==> config.mk <==
export PLATFORM = sky130hd
export DESIGN_NAME = mnacidpro_seq
export DESIGN_NICKNAME = d
export VERILOG_FILES = /design/src/rtl/mnacidpro_pkg.sv /design/src/rtl/mnacidpro_pump_seq.sv /design/src/rtl/mnacidpro_seq.sv
export SDC_FILE = /design/constraint.sdc
export NUM_CORES = 1
export LEC_CHECK = 0
export CAP_MARGIN = 20
export CORE_UTILIZATION = 25
export DETAILED_ROUTE_END_ITERATION = 7
export SLEW_MARGIN = 20
export SYNTH_ARGS = -nofsm -noshare
export SYNTH_HDL_FRONTEND = slang
export SYNTH_SLANG_ARGS = --single-unit
==> constraint.sdc <==
create_clock -name clk -period 4.3 [get_ports clk]
set_clock_uncertainty 0.05 [all_clocks]
set_input_delay 0.86 -clock clk [delete_from_list [all_inputs] [get_ports clk]]
set_output_delay 0.86 -clock clk [all_outputs]
set_load 0.01 [all_outputs]
==> src/rtl/mnacidpro_pkg.sv <==
// Shared types and tables for the nucleic-acid extraction sequencer.
// Holds the state enum, valve-line bit ordering and pump pattern table.
package mnacidpro_pkg;

  typedef enum logic [2:0] {
    S_IDLE,
    S_LOAD,
    S_LYSIS,
    S_WASH,
    S_ELUTE,
    S_COLLECT
  } state_e;

  localparam int NV      = 10;
  localparam int V_LYSIS = 0;
  localparam int V_WASH  = 1;
  localparam int V_ELUTE = 2;
  localparam int V_HORIZ = 3;
  localparam int V_VERT  = 4;
  localparam int V_LOOP  = 5;
  localparam int V_BVTL  = 6;
  localparam int V_BTRAP = 7;
  localparam int V_COLL  = 8;
  localparam int V_DEAD  = 9;

  localparam logic [2:0] PUMP_HOLD = 3'b111;

  function automatic logic [2:0] pump_pat(input logic [2:0] step);
    logic [2:0] p;
    unique case (step)
      3'd0:    p = 3'b011;
      3'd1:    p = 3'b001;
      3'd2:    p = 3'b101;
      3'd3:    p = 3'b100;
      3'd4:    p = 3'b110;
      3'd5:    p = 3'b010;
      default: p = PUMP_HOLD;
    endcase
    return p;
  endfunction

  // 1 = pressurised/closed; each state clears only the lines it opens
  function automatic logic [NV-1:0] valve_ctl(input state_e s);
    logic [NV-1:0] m;
    m = '1;
    unique case (s)
      S_LOAD: begin
        m[V_HORIZ] = 1'b0;
        m[V_VERT]  = 1'b0;
        m[V_DEAD]  = 1'b0;
      end
      S_LYSIS: begin
        m[V_LYSIS] = 1'b0;
        m[V_HORIZ] = 1'b0;
        m[V_LOOP]  = 1'b0;
      end
      S_WASH: begin
        m[V_WASH]  = 1'b0;
        m[V_VERT]  = 1'b0;
        m[V_BVTL]  = 1'b0;
        m[V_DEAD]  = 1'b0;
      end
      S_ELUTE: begin
        m[V_ELUTE] = 1'b0;
        m[V_VERT]  = 1'b0;
        m[V_BVTL]  = 1'b0;
      end
      S_COLLECT: begin
        m[V_COLL]  = 1'b0;
        m[V_BTRAP] = 1'b0;
      end
      default: m = '1;
    endcase
    return m;
  endfunction

endpackage

==> src/rtl/mnacidpro_pump_seq.sv <==
// Peristaltic pump stepper: divider, step counter, direction, pattern.
// Output is registered and reflects the step of the upcoming cycle.
module mnacidpro_pump_seq
  import mnacidpro_pkg::*;
#(
  parameter int PUMP_DIV = 4
) (
  input  logic       clk,
  input  logic       rst,
  input  logic       entry_i,
  input  logic       run_i,
  input  logic       rev_i,
  output logic [2:0] pump_o
);

  localparam int DW = (PUMP_DIV > 1) ? $clog2(PUMP_DIV) : 1;

  logic [DW-1:0] div_q, div_d;
  logic [2:0]    step_q, step_d;
  logic [2:0]    pump_q, pump_d;

  always_comb begin
    div_d  = div_q;
    step_d = step_q;
    if (entry_i || !run_i) begin
      div_d  = '0;
      step_d = '0;
    end else if (div_q == DW'(PUMP_DIV - 1)) begin
      div_d = '0;
      if (rev_i)
        step_d = (step_q == 3'd0) ? 3'd5 : step_q - 3'd1;
      else
        step_d = (step_q == 3'd5) ? 3'd0 : step_q + 3'd1;
    end else begin
      div_d = div_q + 1'b1;
    end
    pump_d = run_i ? pump_pat(step_d) : PUMP_HOLD;
  end

  always_ff @(posedge clk or posedge rst) begin
    if (rst) begin
      div_q  <= '0;
      step_q <= '0;
      pump_q <= PUMP_HOLD;
    end else begin
      div_q  <= div_d;
      step_q <= step_d;
      pump_q <= pump_d;
    end
  end

  assign pump_o = pump_q;

endmodule

==> src/rtl/mnacidpro_seq.sv <==
// Extraction run sequencer: LOAD, LYSIS, WASH xN, ELUTE, COLLECT.
// Outputs are registered from next-state so they match the state's first cycle.
module mnacidpro_seq
  import mnacidpro_pkg::*;
#(
  parameter int T_LOAD    = 16,
  parameter int T_LYSIS   = 64,
  parameter int T_WASH    = 32,
  parameter int N_WASH    = 2,
  parameter int T_ELUTE   = 32,
  parameter int T_COLLECT = 8,
  parameter int PUMP_DIV  = 4
) (
  input  logic       clk,
  input  logic       rst,
  input  logic       start,
  input  logic       abort,
  output logic       busy,
  output logic       done,
  output logic       aborted,
  output logic       lysis_ctl,
  output logic       wash_ctl,
  output logic       elute_ctl,
  output logic       horiz_ctl,
  output logic       vertical_ctl,
  output logic       loop_exit_ctl,
  output logic       bead_vtl_ctl,
  output logic       bead_trap_ctl,
  output logic       collection_ctl,
  output logic       dead_end_ctl,
  output logic       pump1,
  output logic       pump2,
  output logic       pump3,
  output logic [3:0] wash_pass
);

  localparam int TM1  = (T_LOAD > T_LYSIS) ? T_LOAD : T_LYSIS;
  localparam int TM2  = (T_WASH > T_ELUTE) ? T_WASH : T_ELUTE;
  localparam int TM3  = (TM1 > TM2) ? TM1 : TM2;
  localparam int TMAX = (TM3 > T_COLLECT) ? TM3 : T_COLLECT;
  localparam int CW   = $clog2(TMAX + 1);

  state_e          state_q, state_d;
  logic [CW-1:0]   cnt_q, cnt_d;
  logic [3:0]      wp_q, wp_d;
  logic            busy_q, busy_d;
  logic            done_q, done_d;
  logic            abrt_q, abrt_d;
  logic [NV-1:0]   ctl_q, ctl_d;
  logic            entry;
  logic            pump_run;
  logic [2:0]      pump;

  function automatic logic [CW-1:0] dwell(input state_e s);
    logic [CW-1:0] d;
    unique case (s)
      S_LOAD:    d = CW'(T_LOAD - 1);
      S_LYSIS:   d = CW'(T_LYSIS - 1);
      S_WASH:    d = CW'(T_WASH - 1);
      S_ELUTE:   d = CW'(T_ELUTE - 1);
      S_COLLECT: d = CW'(T_COLLECT - 1);
      default:   d = '0;
    endcase
    return d;
  endfunction

  always_comb begin
    state_d = state_q;
    cnt_d   = cnt_q;
    wp_d    = wp_q;
    done_d  = 1'b0;
    abrt_d  = 1'b0;
    entry   = 1'b0;
    if (state_q == S_IDLE) begin
      if (start && !abort) begin
        state_d = S_LOAD;
        entry   = 1'b1;
      end
    end else if (abort) begin
      state_d = S_IDLE;
      abrt_d  = 1'b1;
    end else if (cnt_q != '0) begin
      cnt_d = cnt_q - 1'b1;
    end else begin
      entry = 1'b1;
      unique case (state_q)
        S_LOAD:  state_d = S_LYSIS;
        S_LYSIS: state_d = S_WASH;
        S_WASH: begin
          // another pass re-enters WASH with a fresh dwell and pump
          if (wp_q == 4'(N_WASH - 1)) state_d = S_ELUTE;
          else wp_d = wp_q + 4'd1;
        end
        S_ELUTE: state_d = S_COLLECT;
        default: begin
          state_d = S_IDLE;
          done_d  = 1'b1;
          entry   = 1'b0;
        end
      endcase
    end
    if (entry) cnt_d = dwell(state_d);
    if (state_d == S_IDLE) cnt_d = '0;
    if (state_d != S_WASH) wp_d = '0;
    busy_d = (state_d != S_IDLE);
    ctl_d  = valve_ctl(state_d);
  end

  always_ff @(posedge clk or posedge rst) begin
    if (rst) begin
      state_q <= S_IDLE;
      cnt_q   <= '0;
      wp_q    <= '0;
      busy_q  <= 1'b0;
      done_q  <= 1'b0;
      abrt_q  <= 1'b0;
      ctl_q   <= '1;
    end else begin
      state_q <= state_d;
      cnt_q   <= cnt_d;
      wp_q    <= wp_d;
      busy_q  <= busy_d;
      done_q  <= done_d;
      abrt_q  <= abrt_d;
      ctl_q   <= ctl_d;
    end
  end

  assign pump_run = (state_d == S_LOAD) || (state_d == S_LYSIS)
                 || (state_d == S_WASH) || (state_d == S_ELUTE);

  mnacidpro_pump_seq #(
    .PUMP_DIV(PUMP_DIV)
  ) u_pump (
    .clk    (clk),
    .rst    (rst),
    .entry_i(entry),
    .run_i  (pump_run),
    .rev_i  (state_d == S_ELUTE),
    .pump_o (pump)
  );

  assign busy           = busy_q;
  assign done           = done_q;
  assign aborted        = abrt_q;
  assign wash_pass      = wp_q;
  assign lysis_ctl      = ctl_q[V_LYSIS];
  assign wash_ctl       = ctl_q[V_WASH];
  assign elute_ctl      = ctl_q[V_ELUTE];
  assign horiz_ctl      = ctl_q[V_HORIZ];
  assign vertical_ctl   = ctl_q[V_VERT];
  assign loop_exit_ctl  = ctl_q[V_LOOP];
  assign bead_vtl_ctl   = ctl_q[V_BVTL];
  assign bead_trap_ctl  = ctl_q[V_BTRAP];
  assign collection_ctl = ctl_q[V_COLL];
  assign dead_end_ctl   = ctl_q[V_DEAD];
  assign pump1          = pump[2];
  assign pump2          = pump[1];
  assign pump3          = pump[0];

endmodule

==> results of run 1 <==
[where the power goes]
part | total, mW | switching, mW | internal [mW]
combinational | 0.446 | 0.251 | 0.195
clock | 0.301 | 0.112 | 0.189
sequential | 0.444 | 0.0523 | 0.392
total | 1.19 | 0.416 | 0.776
[placed cells by master (no fill, tap or decap), types with 3 or more instances in the layout]
cell type | synthesis | final
a211oi_1 | 3 | 3
a21oi_1 | 7 | 7
clkbuf_8 | 0 | 6
clkdlybuf4s50_1 | 0 | 23
dfrtp_1 | 22 | 22
dfstp_2 | 11 | 11
ha_1 | 6 | 6
inv_1 | 10 | 10
mux2i_1 | 3 | 3
nand2_1 | 14 | 14
nor2_1 | 16 | 16
nor3_1 | 8 | 8
o21ai_0 | 4 | 4
xnor2_1 | 5 | 5
xor2_1 | 4 | 4
[cell families (layout without fill, tap and decap cells)]
group	after synthesis	after routing	synth area share, %
xor+xnor	9	9	4.77
simple gates	59	59	19.1
flops	33	33	50.8
compound gates	31	31	14.8
fa+ha+maj	6	6	4.55
mux	3	3	1.82
buf+inv	15	45	4.09
[routing by layer]
layer	vias to the layer above	global-route usage, %	wire length [um]
li1	600	-	-
met1	581	13.1	1630
met2	22	17.4	1540
met3	5	2.39	110
met4	0	4.23	53
met5	-	0	0
[through the flow]
step / setup slack [ns] / utilization [%]
after floorplan: 1.68 / -
after global placement: 1.16 / 31.0
after detailed placement: 1.10 / 31.4
after CTS: 1.41 / 33.3
after global routing: 1.26 / 33.3
final: 1.40 / 33.3
[cell type report]
type | instances | area share (%)
sequential | 33 | 39.7
multi-input combinational | 108 | 35.2
timing repair buffer | 26 | 12.9
tap | 77 | 4.56
clock buffer | 7 | 4.09
inverter | 11 | 2.07
clock inverter | 1 | 1.42
[flip-flops by register name (all words and copies together) (netlist names)]
register,count
ctl_q,8
cnt_q,7
wash_pass,4
state_q,3
u_pump.pump_o,3
u_pump.step_q,3
u_pump.div_q,2
aborted,1
busy,1
done,1
[worst min-delay path by stage]
stage                       to  slack [ns]
6_report       u_pump.div_q[0]        0.39
4_1_cts        u_pump.div_q[0]        0.40
2_1_floorplan  u_pump.div_q[0]        0.36
3_3_place_gp   u_pump.div_q[0]        0.38
5_1_grt        u_pump.div_q[0]        0.42
3_5_place_dp   u_pump.div_q[0]        0.39
[critical path: stages]
cell             delay [ns]
clkdlybuf4s50_1        0.65
nor3_1                 0.15
a31oi_4                0.38
inv_4                  0.09
and3_1                 0.19
a222oi_1               0.30
o21a_2                 0.24
mux2i_1                0.19
==> parameters.txt, run 1 <==
Parameter                              Value

GRT
  Grt total ovfl ... 0
  Number of antenna violations at the first check in global routing ... 0
  Pin count of the biggest net entering global routing ... 19
  GRT Overall Usage ... 10.5%
  Via count of the first global-routing pass ... 1250
  Wire length of the first global-routing pass ... 5.76 mm

Layout
  Fin cells ... 263
  Area occupied by registers ... ~840 um2
  Post-route design area ... between 2000 and 2500 um2
  Layout filler cell count ... 624
  Area growth syn-to-layout ... 28.0%
  Fraction of final layout cells with drive strength greater than 1 ... 17.7%
  Area used by multi-input combinational logic ... approximately 740 um2
  Nets@finish ... 195
  Number of antenna cells inserted ... 0

Placed design
  Placed Area ... 2000 um2
  Number of port buffers ... 23
  RD Place Congestion ... 0.723
  Cell count after placement ... approximately 260
  Detailed-placement wirelength estimate ... 2.45 mm

Worst setup path
  R2R Path Start ... cnt_q[0]
  Arrival time of the worst setup path ... 3.06 ns
  Kind of start point of the critical path ... input port
  Worst R2R Path Depth ... 10
  Register-to-Register Setup Slack ... approximately 1.6 ns
  Critical path launch point ... abort
  Crit path capture type ... flop
  Crit Reg-Reg Endpoint ... u_pump.pump_o[0]
  Crit path kind ... input port to flop
  Worst setup path endpoint ... u_pump.pump_o[0]
  Critical path required time ... 4.46 ns
  Crit Path Max Fanout ... 10

Die
  Count of standard-cell rows ... 29
  Core outline area ... 6350 um2
  Die H ... 83.3 um
  Die area ... 6940 um2
  Initial standard-cell utilization of the core ... between 20% and 30%
  Die span in x ... 83.3 um
  # IOs ... 24

CTS
  Clock-pin transition on the worst setup and hold timing paths ... 0.06 ns
  Clock insertion delay at the later pin of the skew report ... 0.29 ns
  Number of buffers inserted during clock tree synthesis ... 5
  H-tree Lvls ... 2
  Total number of clock tree sinks ... 33
  Maximum clock path buffer count ... 2
  Count of instances resized after the clock tree is built ... 0
  CTS tree ... built
  CTS root buf ... clkbuf_8
  Number of post-CTS setup repair buffers ... 0
  Hold Buf Count CTS ... 0

STA
  Number of setup violations in the final report ... 0
  Least-Margin Pin Slew ... 0.812 ns
  RSZ-0062 raised after global routing ... no
  Fraction of the cycle the final worst path needs ... 67.5%
  Final Hold Viols ... 0
  Slew Limit Headroom ... 45.4%
  Pins over their slew limit ... 0
  Worst hold margin ... around 0.39 ns
  Total negative slack for setup checks ... 0 ns
  Minimum clock period after layout ... about 2.9 ns
  Max Clock Freq ... 344 MHz

Min path
  Worst hold path type ... flop to flop
  Number of cells on the worst hold path ... 1
  Hold_sp ... u_pump.div_q[0]

Synthesis
  FFs w/ async S/R, synth ... 100%
  Cell Area, Synth ... 1650 um2
  Portion of synthesized cell area occupied by the leading cell type ... 33.3%
  Count of flip-flops with a built-in enable after synthesis ... 0
  Number of nets in the synthesized netlist ... 166
  Synth Area per Inst ... between 10 and 15 um2
  Most used flip-flop cell after synthesis ... dfrtp_1
  Synth top area cells ... dfrtp_1 (33%), dfstp_2 (18%), ha_1 (4.5%)
  Count of distinct cell types in the synthesized netlist ... 45
  Leading post-synthesis cells by instance count ... dfrtp_1 (22), nor2_1 (16), nand2_1 (14), dfstp_2 (11), inv_1 (10)
  Sequential cell area fraction in the yosys report ... between 50% and 60%
  Count leader, synth ... dfrtp_1
  Library cell with the largest summed area after synthesis ... dfrtp_1
  Cells after Synth ... 156
  Number of synthesized register bits ... 33
  Count of warnings emitted by yosys ... 0

Routing
  Final Routed Wirelength ... between 3 and 4 mm
  Drt initial violations ... 110
  Routed via count divided by cell count ... approximately 4.6
  DRC ... 0
  TritonRoute pass-1 iters ... 4
  Remaining antenna violation count ... 0
  Total number of vias ... 1208
  Post-DR wirelength/cell ... 12.7 um

Power
  PwrDens ... 564 nW/um2
  Static power due to leakage ... 0.882 nW
  Post-route total power ... ~1.2 mW
  Peak supply drop ... 0.000193 V

Job
  Number of maximum-capacitance constraint violations ... 0

Outcome
  Outcome ... complete, no violations
Note: power is estimated with default switching activity, not from simulation.
==> run 2: changes to the inputs <==
==> constraint.sdc (replaced) <==
create_clock -name clk -period 2.4 [get_ports clk]
set_clock_uncertainty 0.05 [all_clocks]
set_input_delay 0.48 -clock clk [delete_from_list [all_inputs] [get_ports clk]]
set_output_delay 0.48 -clock clk [all_outputs]
set_load 0.01 [all_outputs]
==> parameters.txt, run 2 (synthesized netlist as in run 1, its figures left out) <==
Parameter                              Value

Outcome
  Outcome ... complete, no violations

Layout
  Most flops, register ... ctl_q
  Area growth syn-to-layout ... 44.5%
  Number of flip-flops in the largest register ... 8
  Number of antenna cells inserted ... 0
  Most common library cell in the layout ignoring fill and taps ... buf_4
  Fraction of final layout cells with drive strength greater than 1 ... between 30% and 40%
  Nets@finish ... 223
  Commonest cells after routing, fill and taps aside ... buf_4 (29), clkdlybuf4s50_1 (23), dfrtp_1 (22)
  Fin cells ... 291

Power
  PwrDens ... 1030 nW/um2
  Static power due to leakage ... 1.02 nW
  Peak supply drop ... 0.000364 V

Placed design
  Cell count after placement ... 280
  Number of port buffers ... 23
  Detailed-placement wirelength estimate ... 2.44 mm
  RD Place Congestion ... 0.785
  Worst-case setup slack after placement ... -0.134 ns

CTS
  Clock-pin transition on the worst setup and hold timing paths ... 0.07 ns
  Total number of clock tree sinks ... 33
  H-tree Lvls ... 2
  CTS tree ... built
  Number of buffers inserted during clock tree synthesis ... 5
  CTS root buf ... clkbuf_8
  Clock insertion delay at the later pin of the skew report ... roughly 0.29 ns
  Hold Buf Count CTS ... 0
  Maximum clock path buffer count ... 2

Worst setup path
  Crit path capture type ... flop
  Kind of start point of the critical path ... flop
  Critical path launch point ... cnt_q[1]
  R2R Path Start ... cnt_q[1]
  Critical path required time ... 2.57 ns
  Crit Path Max Fanout ... 5
  Crit path kind ... flop to flop
  Arrival time of the worst setup path ... 2.55 ns

STA
  Max Clock Freq ... 420 MHz
  Fraction of the cycle the final worst path needs ... between 90 and 100%
  Post-layout worst setup margin ... approximately 0.019 ns
  RSZ-0062 raised after global routing ... yes
  Minimum clock period after layout ... 2.38 ns
  Least-Margin Pin Slew ... approximately 0.45 ns
  Number of setup violations in the final report ... 0
  Worst hold margin ... just under 0.4 ns
  Slew Limit Headroom ... 69.6%
  Final Hold Viols ... 0
  Pins over their slew limit ... 0

Min path
  Worst hold path type ... flop to flop
  Hold_sp ... u_pump.div_q[0]

Die
  Die H ... 83.3 um
  Die span in x ... 83.3 um
  # IOs ... 24
  Die area ... 6940 um2
  Core outline area ... around 6300 um2
  Count of standard-cell rows ... 29
  Initial standard-cell utilization of the core ... 26.0%

GRT
  Pin count of the biggest net entering global routing ... 34
  Number of antenna violations at the first check in global routing ... 0
  Via count of the first global-routing pass ... 1265
  Grt total ovfl ... 0
  Wire length of the first global-routing pass ... just under 6 mm
  GRT Overall Usage ... 10.8%

Routing
  Remaining antenna violation count ... 0
  TritonRoute pass-1 iters ... 4
  Routed via count divided by cell count ... around 4.6
  Final Routed Wirelength ... ~3.5 mm
  Drt initial violations ... 74
  DRC ... 0
  Post-DR wirelength/cell ... 12.0 um
  Total number of vias ... roughly 1300

Job
  Number of maximum-capacitance constraint violations ... 0
==> run 2: final cells by class <==
class                   instances  area (um2)
fillers                       617        3960
flip-flops and latches         33         840
multi-input cells             108         820
repair buffers                 54         470
well taps                      77        96.3
clock buffers                   7        86.3
inverters                      11        43.8
clock inverters                 1        30.0
==> run 2: where the power goes <==
group	internal [mW]	switching [mW]	leakage (nW)	total (mW)
Sequential	0.702	0.105	0.414	0.807
Combinational	0.570	0.541	0.549	1.11
Clock	0.338	0.205	0.0585	0.544
==> run 2: final timing paths <==
path,to,slack (ns),cells after the start
worst max register to register,u_pump.pump_o[0],0.02,10
min in group asynchronous,wash_pass[1],0.54,3
worst min-delay path,u_pump.div_q[0],0.40,1
worst min register to register,u_pump.div_q[0],0.40,1
worst max-delay path,u_pump.pump_o[0],0.02,10
max in group asynchronous,u_pump.pump_o[1],1.43,3
==> run 2: timing repair <==
action	4_1_cts	5_1_grt
pin swaps	1	7
resized for setup	3	14
buffers inserted	0	3
setup endpoints to repair	8	13
==> run 2: critical path, stage by stage, from the launching register on <==
cell,delay [ns]
dfrtp_1,0.39
inv_2,0.08
ha_4,0.12
nor3b_4,0.23
buf_6,0.14
a31oi_4,0.07
a211o_4,0.36
o21a_4,0.14
a222oi_1,0.29
o21a_2,0.23
mux2i_1,0.21
==> run 2: stage by stage <==
step           power, mW  util [%]  cell area [um2]  setup TNS, ns
4_1_cts             2.38      36.3             2300       -0.00477
3_3_place_gp        1.78      34.1             2160          -1.17
2_1_floorplan       1.37         -             1650              0
5_1_grt             2.63      37.6             2390         -0.163
3_5_place_dp        1.79      34.1             2160          -1.30
6_report            2.46      37.6             2390              0
==> run 2: layer usage <==
layer	share of wire [%]	GRT usage (%)
met5	0	0
met1	47	13.4
met3	4.1	3.58
met4	2.1	5.64
met2	46	16.7
